File: src/rtl/pc_sequencer_if.sv
`default_nettype none
// ============================================================================
//  Module      : pc_sequencer_if
//  Description : Bundle of the next-PC controller's datapath/fetch signals.
//                master : the sequencer (drives PC load, fetch request,
//                         flush and trap-capture outputs)
//                slave  : the surrounding core (program counter, imem,
//                         hazard and redirect sources)
//  Ports       : pc_cur, imem_req, imem_ready, stall, trap, jump,
//                jump_target, branch_taken, branch_target, pc_load_en,
//                pc_load_val, flush, epc, redirect_cnt
//                misalign (only with PC_SEQ_MISALIGN_CHECK_EN)
//  Options     : PC_SEQ_MISALIGN_CHECK_EN adds the misalign output
//  Revision    : 1.0  initial release
// ============================================================================
interface pc_sequencer_if;
    logic [31:0] pc_cur;
    logic        imem_req;
    logic        imem_ready;
    logic        stall;
    logic        trap;
    logic        jump;
    logic [31:0] jump_target;
    logic        branch_taken;
    logic [31:0] branch_target;
    logic        pc_load_en;
    logic [31:0] pc_load_val;
    logic        flush;
    logic [31:0] epc;
    logic [15:0] redirect_cnt;
`ifdef PC_SEQ_MISALIGN_CHECK_EN
    logic        misalign;

    modport master (
        input  pc_cur, imem_ready, stall, trap, jump, jump_target,
               branch_taken, branch_target,
        output imem_req, pc_load_en, pc_load_val, flush, epc,
               redirect_cnt, misalign
    );

    modport slave (
        output pc_cur, imem_ready, stall, trap, jump, jump_target,
               branch_taken, branch_target,
        input  imem_req, pc_load_en, pc_load_val, flush, epc,
               redirect_cnt, misalign
    );
`else
    modport master (
        input  pc_cur, imem_ready, stall, trap, jump, jump_target,
               branch_taken, branch_target,
        output imem_req, pc_load_en, pc_load_val, flush, epc,
               redirect_cnt
    );

    modport slave (
        output pc_cur, imem_ready, stall, trap, jump, jump_target,
               branch_taken, branch_target,
        input  imem_req, pc_load_en, pc_load_val, flush, epc,
               redirect_cnt
    );
`endif
endinterface
`default_nettype wire

File: src/rtl/pc_sequencer.sv
`default_nettype none
// ============================================================================
//  Module      : pc_sequencer
//  Description : Next-PC controller for the single-cycle core. Each cycle it
//                chooses increment (pc_load_en=0), hold (reload pc_cur) or a
//                redirect load (reset vector, trap vector, jump or branch
//                target), handshakes with imem and reports flush/trap info.
//  Ports       : clk      - rising-edge clock
//                reset_n  - asynchronous active-low reset
//                bus      - pc_sequencer_if.master (fetch/redirect/PC bus)
//  Parameters  : RESET_VECTOR - PC loaded after reset
//                TRAP_VECTOR  - PC loaded on trap
//  Options     : PC_SEQ_MISALIGN_CHECK_EN - misaligned jump/branch targets
//                become traps and pulse the registered misalign output
//  Revision    : 1.0  initial release
// ============================================================================
module pc_sequencer #(
    parameter logic [31:0] RESET_VECTOR = 32'h0000_0000,
    parameter logic [31:0] TRAP_VECTOR  = 32'h0000_0100
) (
    input  wire            clk,
    input  wire            reset_n,
    pc_sequencer_if.master bus
);

    typedef enum logic [1:0] {
        S_BOOT   = 2'd0,
        S_FETCH  = 2'd1,
        S_WAIT   = 2'd2,
        S_BUBBLE = 2'd3
    } state_t;

    localparam logic [1:0]  PRIO_BRANCH = 2'd1;
    localparam logic [1:0]  PRIO_JUMP   = 2'd2;
    localparam logic [1:0]  PRIO_TRAP   = 2'd3;
    localparam logic [15:0] CNT_MAX     = 16'hFFFF;

    state_t      state_q, state_d;

    logic        pend_valid_q, pend_valid_d;
    logic [1:0]  pend_prio_q,  pend_prio_d;
    logic [31:0] pend_target_q, pend_target_d;
    logic        pend_trap_q,  pend_trap_d;
    logic [31:0] epc_q;
    logic [15:0] redirect_cnt_q;

    // Decoded redirect request from the input pins this cycle
    logic        in_valid;
    logic [1:0]  in_prio;
    logic [31:0] in_target;
    logic        in_trap;

    // Redirect actually taken this cycle (from inputs or the pending register)
    logic        take;
    logic [31:0] sel_target;
    logic        sel_trap;

    logic        imem_req_w;
    logic        pc_load_en_w;
    logic [31:0] pc_load_val_w;
    logic        flush_w;

`ifdef PC_SEQ_MISALIGN_CHECK_EN
    logic        pend_mis_q, pend_mis_d;
    logic        in_mis;
    logic        sel_mis;
    logic        misalign_q;
`endif

    // ------------------------------------------------------------------
    // Redirect input decode, trap > jump > branch_taken. Priority follows
    // the source pin even when a misaligned target is turned into a trap.
    // ------------------------------------------------------------------
    always_comb begin
        in_valid  = 1'b0;
        in_prio   = 2'd0;
        in_target = pc_load_val_default();
        in_trap   = 1'b0;
`ifdef PC_SEQ_MISALIGN_CHECK_EN
        in_mis    = 1'b0;
`endif
        if (bus.trap) begin
            in_valid  = 1'b1;
            in_prio   = PRIO_TRAP;
            in_target = TRAP_VECTOR;
            in_trap   = 1'b1;
        end else if (bus.jump) begin
            in_valid  = 1'b1;
            in_prio   = PRIO_JUMP;
            in_target = bus.jump_target;
`ifdef PC_SEQ_MISALIGN_CHECK_EN
            if (bus.jump_target[1:0] != 2'b00) begin
                in_target = TRAP_VECTOR;
                in_trap   = 1'b1;
                in_mis    = 1'b1;
            end
`endif
        end else if (bus.branch_taken) begin
            in_valid  = 1'b1;
            in_prio   = PRIO_BRANCH;
            in_target = bus.branch_target;
`ifdef PC_SEQ_MISALIGN_CHECK_EN
            if (bus.branch_target[1:0] != 2'b00) begin
                in_target = TRAP_VECTOR;
                in_trap   = 1'b1;
                in_mis    = 1'b1;
            end
`endif
        end
    end

    function automatic logic [31:0] pc_load_val_default();
        return TRAP_VECTOR;
    endfunction

    // ------------------------------------------------------------------
    // Next-state and output logic
    // ------------------------------------------------------------------
    always_comb begin
        state_d       = state_q;
        imem_req_w    = 1'b0;
        pc_load_en_w  = 1'b1;          // hold unless told otherwise
        pc_load_val_w = bus.pc_cur;
        flush_w       = 1'b0;
        take          = 1'b0;
        sel_target    = in_target;
        sel_trap      = in_trap;
        pend_valid_d  = pend_valid_q;
        pend_prio_d   = pend_prio_q;
        pend_target_d = pend_target_q;
        pend_trap_d   = pend_trap_q;
`ifdef PC_SEQ_MISALIGN_CHECK_EN
        sel_mis       = in_mis;
        pend_mis_d    = pend_mis_q;
`endif

        case (state_q)
            S_BOOT: begin
                pc_load_val_w = RESET_VECTOR;
                flush_w       = 1'b1;
                state_d       = S_FETCH;
            end

            S_FETCH: begin
                imem_req_w = 1'b1;
                if (in_valid) begin
                    take = 1'b1;
                end else if (!bus.imem_ready) begin
                    state_d = S_WAIT;
                end else if (!bus.stall) begin
                    pc_load_en_w = 1'b0;
                end
            end

            S_WAIT: begin
                imem_req_w = 1'b1;
                if (bus.imem_ready) begin
                    if (pend_valid_q) begin
                        take         = 1'b1;
                        sel_target   = pend_target_q;
                        sel_trap     = pend_trap_q;
`ifdef PC_SEQ_MISALIGN_CHECK_EN
                        sel_mis      = pend_mis_q;
`endif
                        pend_valid_d = 1'b0;
                    end else if (in_valid) begin
                        take = 1'b1;
                    end else begin
                        state_d = S_FETCH;
                        if (!bus.stall) begin
                            pc_load_en_w = 1'b0;
                        end
                    end
                end else if (in_valid && (!pend_valid_q || (in_prio > pend_prio_q))) begin
                    // Only a strictly higher priority request replaces a pending one
                    pend_valid_d  = 1'b1;
                    pend_prio_d   = in_prio;
                    pend_target_d = in_target;
                    pend_trap_d   = in_trap;
`ifdef PC_SEQ_MISALIGN_CHECK_EN
                    pend_mis_d    = in_mis;
`endif
                end
            end

            S_BUBBLE: begin
                state_d = S_FETCH;
            end

            default: begin
                state_d = S_BOOT;
            end
        endcase

        if (take) begin
            pc_load_en_w  = 1'b1;
            pc_load_val_w = sel_target;
            flush_w       = 1'b1;
            state_d       = S_BUBBLE;
        end
    end

    // ------------------------------------------------------------------
    // State, pending redirect and status registers
    // ------------------------------------------------------------------
    always_ff @(posedge clk or negedge reset_n) begin
        if (!reset_n) begin
            state_q        <= S_BOOT;
            pend_valid_q   <= 1'b0;
            pend_prio_q    <= 2'd0;
            pend_target_q  <= 32'd0;
            pend_trap_q    <= 1'b0;
            epc_q          <= 32'd0;
            redirect_cnt_q <= 16'd0;
        end else begin
            state_q       <= state_d;
            pend_valid_q  <= pend_valid_d;
            pend_prio_q   <= pend_prio_d;
            pend_target_q <= pend_target_d;
            pend_trap_q   <= pend_trap_d;
            // PC is held in WAIT, so pc_cur still names the trapping fetch
            if (take && sel_trap) begin
                epc_q <= bus.pc_cur;
            end
            if (take && (redirect_cnt_q != CNT_MAX)) begin
                redirect_cnt_q <= redirect_cnt_q + 16'd1;
            end
        end
    end

`ifdef PC_SEQ_MISALIGN_CHECK_EN
    always_ff @(posedge clk or negedge reset_n) begin
        if (!reset_n) begin
            pend_mis_q <= 1'b0;
            misalign_q <= 1'b0;
        end else begin
            pend_mis_q <= pend_mis_d;
            misalign_q <= take && sel_mis;
        end
    end

    assign bus.misalign = misalign_q;
`endif

    assign bus.imem_req     = imem_req_w;
    assign bus.pc_load_en   = pc_load_en_w;
    assign bus.pc_load_val  = pc_load_val_w;
    assign bus.flush        = flush_w;
    assign bus.epc          = epc_q;
    assign bus.redirect_cnt = redirect_cnt_q;

endmodule
`default_nettype wire

File: src/flat_wrapper.sv
// flat-port wrapper written by rule: the top's interface ports become plain ports
module pc_sequencer_flat 
#(
    parameter logic [31:0] RESET_VECTOR = 32'h0000_0000,
    parameter logic [31:0] TRAP_VECTOR  = 32'h0000_0100
)
  (clk, reset_n, bus_pc_cur, bus_imem_ready, bus_stall, bus_trap, bus_jump, bus_jump_target, bus_branch_taken, bus_branch_target, bus_imem_req, bus_pc_load_en, bus_pc_load_val, bus_flush, bus_epc, bus_redirect_cnt);
  pc_sequencer_if bus_i ();
  input  wire clk;
  input  wire reset_n;
  input wire logic [$bits(bus_i.pc_cur)-1:0] bus_pc_cur;
  input wire logic [$bits(bus_i.imem_ready)-1:0] bus_imem_ready;
  input wire logic [$bits(bus_i.stall)-1:0] bus_stall;
  input wire logic [$bits(bus_i.trap)-1:0] bus_trap;
  input wire logic [$bits(bus_i.jump)-1:0] bus_jump;
  input wire logic [$bits(bus_i.jump_target)-1:0] bus_jump_target;
  input wire logic [$bits(bus_i.branch_taken)-1:0] bus_branch_taken;
  input wire logic [$bits(bus_i.branch_target)-1:0] bus_branch_target;
  output wire logic [$bits(bus_i.imem_req)-1:0] bus_imem_req;
  output wire logic [$bits(bus_i.pc_load_en)-1:0] bus_pc_load_en;
  output wire logic [$bits(bus_i.pc_load_val)-1:0] bus_pc_load_val;
  output wire logic [$bits(bus_i.flush)-1:0] bus_flush;
  output wire logic [$bits(bus_i.epc)-1:0] bus_epc;
  output wire logic [$bits(bus_i.redirect_cnt)-1:0] bus_redirect_cnt;
  assign bus_i.pc_cur = bus_pc_cur;
  assign bus_i.imem_ready = bus_imem_ready;
  assign bus_i.stall = bus_stall;
  assign bus_i.trap = bus_trap;
  assign bus_i.jump = bus_jump;
  assign bus_i.jump_target = bus_jump_target;
  assign bus_i.branch_taken = bus_branch_taken;
  assign bus_i.branch_target = bus_branch_target;
  assign bus_imem_req = bus_i.imem_req;
  assign bus_pc_load_en = bus_i.pc_load_en;
  assign bus_pc_load_val = bus_i.pc_load_val;
  assign bus_flush = bus_i.flush;
  assign bus_epc = bus_i.epc;
  assign bus_redirect_cnt = bus_i.redirect_cnt;
  pc_sequencer #(.RESET_VECTOR(RESET_VECTOR), .TRAP_VECTOR(TRAP_VECTOR)) u_core (.clk(clk), .reset_n(reset_n), .bus(bus_i));
endmodule
File: config.mk
export PLATFORM = sky130hd
export DESIGN_NAME = pc_sequencer_flat
export DESIGN_NICKNAME = d
export VERILOG_FILES = /design/src/rtl/pc_sequencer_if.sv /design/src/rtl/pc_sequencer.sv /design/src/flat_wrapper.sv
export SDC_FILE = /design/constraint.sdc
export NUM_CORES = 1
export LEC_CHECK = 0
export CORE_MARGIN = 2
export CORE_UTILIZATION = 46
export DETAILED_ROUTE_END_ITERATION = 16
export PLACE_DENSITY = 0.88
export SKIP_CTS_REPAIR_TIMING = 1
export SLEW_MARGIN = 25
export SYNTH_ARGS = -nofsm -noshare
export SYNTH_HDL_FRONTEND = slang
export SYNTH_SLANG_ARGS = --single-unit
File: constraint.sdc
create_clock -name clk -period 2.6 [get_ports clk]
set_input_delay 0.52 -clock clk [delete_from_list [all_inputs] [get_ports clk]]
set_output_delay 0.52 -clock clk [all_outputs]
set_load 0.05 [all_outputs]
Yosys cells after proc, flatten, opt, wreduce, memory -nomap -nowiden --
Cells that the tools add are included.
Word-level totals: register bits after elaboration 86, input bits 103, output and inout port bits 83, word-level logic and storage cells 73
Operators by class: add/sub/neg operators 1, order comparisons 1, equal/unequal tests 9, multiplexer cells 42, bitwise logic cells 1, reduce and logical (&&, ||, !) cells 12
Operators with widths (number):
- $mux 32 | 8
- $mux 1 | 23
- $add 16x1->16 const B | 1
- $mux 2 | 8
- $ne 16x16->1 const B | 1
- $ne 3x3->1 const B | 3
- $ne 3x2->1 const B | 2
- $pmux 2 s3 | 1
- $reduce_and 5->1 | 1
- $eq 2x2->1 const B | 2
- $pmux 1 s2 | 2
- $reduce_or 2->1 | 2
- $logic_and 1x1->1 | 3
- $reduce_and 3->1 | 1
- $eq 2x1->1 const B | 1
- $gt 2x2->1 | 1
- $logic_not 2->1 | 1
- $reduce_and 2->1 | 1
- $reduce_bool 2->1 | 1
- $logic_not 1->1 | 1
- $logic_or 1x1->1 | 1
- $not 1->1 | 1

Depth between registers and ports, before layout --
word-level depth 9, gate-level depth with buffers 11, gate-level depth less buffers 7

Worst setup path before layout --
Ideal clock, no wire load.
path type register -> output, from register u_core.state_q[0], to output bus_pc_load_val[0], data arrival time 2.927 ns, data required time 2.080 ns, path slack -0.847 ns, stages on the path, launching flop included 9, path buffers 3, cells stage by stage dfrtp_1 > inv_1 > ha_1 > inv_1 > a211o_1 > buf_6 > buf_6 > buf_2 > o21ai_0
On the way: cells in the longest elaborated chain, start to end 3, elaborated cells between the ends (all ways) 7, those cells by class 2 x eq/ne; 4 x mux; 1 x reduce/logical
RTL lines:
- start, declared | RTL line pc_sequencer.sv:38 | state_t state_q, state_d;
- start signal, assigned | RTL line pc_sequencer.sv:216 | state_q <= state_d;
- $eq 2x2->1 (tied with other cells) | RTL line pc_sequencer.sv:137 | case (state_q)
- $pmux 1 s2 / $mux 32 (equally long branches) | RTL line pc_sequencer.sv:137
- $mux 32 * | RTL line pc_sequencer.sv:195 | if (take) begin
- end, declared | RTL line flat_wrapper.sv:21 | output wire logic [$bits(bus_i.pc_load_val)-1:0] bus_pc_load_val;
Mark *: on every way between the ends. The rest lies on a longest branch, timed or not.

Worst setup path after layout --
from register u_core.state_q[1], to output bus_pc_load_val[31]
The elaborated chain is that of the path after synthesis.

==> results.tsv <==
stage	metric	value	unit
cells_and_area	Fillers	633	
worst_setup_path	Worst EP required	2.08	ns
timing	Setup-failing EPs final	31	
clocking	Clk pin slew, worst setup/hold paths	0.08	ns
floorplan	Initial Util	0.4746	
logic_synthesis	largest area contributor in the netlist	dfrtp_1	
timing	slew margin rel.	0.5420	
timing	Achievable Freq	0.3613	GHz
hold_path	Hold Path Class	in2async	
cells_and_area	Util after Layout	0.8095	
logic_synthesis	post-synthesis xor/xnor area fraction	0.01864	
drt	via count	4792	
worst_setup_path	CP Class	reg2out	
logic_synthesis	synth top area cells	dfrtp_1 (42%), mux2_2 (15%), nand3b_1 (9.2%)	
floorplan	Ports	186	
logic_synthesis	Mapped Area	5167	um^2
status	failing checks	negative setup slack	
drt	DR DRC count	0	
timing	RSZ-0062 raised after global routing	true	
global_route	first-pass GRT wire length	24.09	mm
timing	worst-margin pin slew	0.6819	ns
floorplan	area of the die	12100	um^2
global_route	global route overflow	0	
timing	final hold violation count	0	
run	max-cap violations	0	
cells_and_area	Layout Nets	809	
global_route	vias in the first global route	4860	
placed_design	PortBufs	185	
drt	First DRT Iteration DRCs	272	
worst_setup_path	Critical Path End Type	primary output	
drt	DR vias/cell	5.671	
status	status	complete, but fails checks	
global_route	initial antenna violation count	1	
logic_synthesis	Post-synth ARST share	1.000	
timing	Final Max Slew Viols	0	
clocking	number of clock buffers inserted by TritonCTS	9	
power	Pwr Total	11.03	mW
placed_design	global placement routability congestion	0.8205	
logic_synthesis	Syn Nets	601	
logic_synthesis	Netlist cell types	44	
drt	final wirelength	16.81	mm
logic_synthesis	Synth Area in Simple Gates	0.1671	
worst_setup_path	crit path DAT	2.25	ns
logic_synthesis	Post-synth top flop	dfrtp_1	
logic_synthesis	main combinational cell family by area after synthesis	multiplexers	
drt	post-route ant nets	0	
worst_setup_path	CP Launch Type	flop	
timing	period utilization	1.065	
worst_setup_path	worst-path fanout max	6	
clocking	clk sink count	86	
placed_design	total placed instance area	8089	um^2
clocking	CTS tree	done	
floorplan	Core Area	10890	um^2
cells_and_area	proportion of layout cells with a drive suffix above 1	0.3509	
logic_synthesis	Adder-Cell Fraction of Synth Area	0.01695	
clocking	H-tree depth	3	
logic_synthesis	Gate Count Post-Synth	491	
timing	clk_skew	0.01302	ns
logic_synthesis	post-synthesis sequential area ratio	0.4165	
global_route	pin count of the biggest net entering global routing	53	
timing	Tmin final	2.768	ns
power	leakage power	3.695	nW
cells_and_area	Multi-input gate area	3312	um^2
global_route	total routing usage reported by global routing	0.2560	
cells_and_area	cell area after layout	8813	um^2
floorplan	Site Rows	38	
logic_synthesis	post-synthesis mux area share	0.2206	
cells_and_area	Layout area overhead	70.56	%
placed_design	placed insts	812	
timing	final worst slack	-0.1678	ns
drt	drt wl/cell	19.89	um
logic_synthesis	Synth top area share	0.4165	
floorplan	chip width	110.0	um
logic_synthesis	Synth Area in Compound Gates	0.1082	
cells_and_area	register area	2152	um^2
logic_synthesis	syn avg cell area	10.52	um^2
power	power per cell area	1251	nW/um^2
clocking	CTS root buf	clkbuf_8	
drt	1st-pass router iterations	4	
logic_synthesis	post-synthesis sequential element count	86	
cells_and_area	final cell count without fillers	845	
clocking	clk buf depth	2	
logic_synthesis	Post-synth EDFFs	0	
power	Worst VDD drop	859.2	uV
logic_synthesis	number of synthesis warnings	0	
placed_design	HPWL after DPL	11.51	mm
floorplan	chip height	110.0	um
clocking	Skew-Pair Late Insertion Delay	0.36	ns
[sequential cells by signal, summed over array words and instances, names as in the netlist]
register / cells
u_core.bus.epc: 32
u_core.bus.redirect_cnt: 16
u_core.pend_prio_q: 2
u_core.pend_target_q: 32
u_core.pend_trap_q: 1
u_core.pend_valid_q: 1
u_core.state_q: 2
[critical path, stage by stage, from the launching register on]
cell     delay, ns
dfrtp_1       0.41
inv_2         0.12
ha_4          0.18
o31ai_4       0.10
a211o_4       0.45
buf_12        0.18
buf_12        0.14
o21ai_4       0.16
buf_12        0.16
[cell families (layout without fill, tap and decap cells)]
logic type,count (synthesis),after routing
AO/OA/AOI/OAI,92,93
XOR/XNOR,11,11
adder cells (fa/ha/maj),7,7
buffers and inverters,51,263
flip-flops,86,86
multiplexers,105,105
other,0,1
AND/OR/NAND/NOR,139,139
[synthesized netlist by cell type (8+ instances only)]
library cell,instances
inv_1,10
mux2_2,70
nand2_1,44
dfrtp_1,86
mux2i_1,34
buf_2,11
o21ai_0,36
clkbuf_1,20
a21oi_1,36
nand3b_1,63
buf_6,8
xor2_1,9
nand3_1,9
[report_power, final]
group          switching, mW  internal (mW)
Sequential             0.347           1.81
Clock                  0.479          0.693
Combinational           4.19           3.51
Total                   5.01           6.01
[per-layer routing]
metal / vias up / track usage / wire, um
met5: - / 0 / 0
met1: 2377 / 0.3211 / 6709
met4: 0 / 0.08409 / 363
li1: 2195 / - / -
met3: 32 / 0.05467 / 1181
met2: 188 / 0.4387 / 8555
[layout make-up]
cell class                 count  area share
tap                          140     0.01988
clock buffer                  13     0.01803
sequential                    86      0.2442
clock inverter                 3     0.01022
inverter                      10    0.004543
multi-input combinational    355      0.3758
timing repair buffer         237      0.3271
antenna                        1   0.0002839
[placed cells by master, fill, tap and decap left out, types with 3 or more instances in the layout]
cell type	count
a2111oi_2	3
a211oi_1	6
a21oi_1	35
buf_12	45
buf_4	27
buf_6	4
buf_8	4
bufinv_16	3
clkbuf_16	7
clkbuf_8	11
clkdlybuf4s50_1	145
dfrtp_1	86
dlymetal6s2s_1	3
ha_1	3
ha_4	4
inv_1	7
mux2_2	70
mux2i_1	16
mux2i_2	16
nand2_1	43
nand3_1	8
nand3b_1	63
nor3_1	3
o21ai_0	3
o21ai_4	32
xor2_1	9
[final timing paths]
path | slack, ns | depth (start not counted) | startpoint | endpoint
worst max-delay path | -0.17 | 8 | u_core.state_q[1] | bus_pc_load_val[31]
worst min-delay path | 0.19 | 1 | reset_n | u_core.bus.redirect_cnt[3]
worst max register to register | 0.15 | 9 | u_core.state_q[1] | u_core.bus.epc[22]
worst min register to register | 0.51 | 1 | u_core.pend_target_q[21] | u_core.pend_target_q[21]
max in group asynchronous | 1.74 | 2 | reset_n | u_core.pend_prio_q[1]
min in group clk | 0.51 | 1 | u_core.pend_target_q[21] | u_core.pend_target_q[21]
[stage by stage]
step / TNS (ns) / setup slack, ns / hold slack [ns]
finish: -3.169 / -0.1678 / 0.1900
global route: -5.270 / -0.2264 / 0.2390
CTS: -7.534 / -0.2840 / 0.2003
detailed placement: -16.48 / -0.2533 / 0.4835
global placement: -9.309 / -0.1647 / 0.4768
floorplan: 0 / 0.01139 / 0.2244
Power figures use the tool's default switching activity.
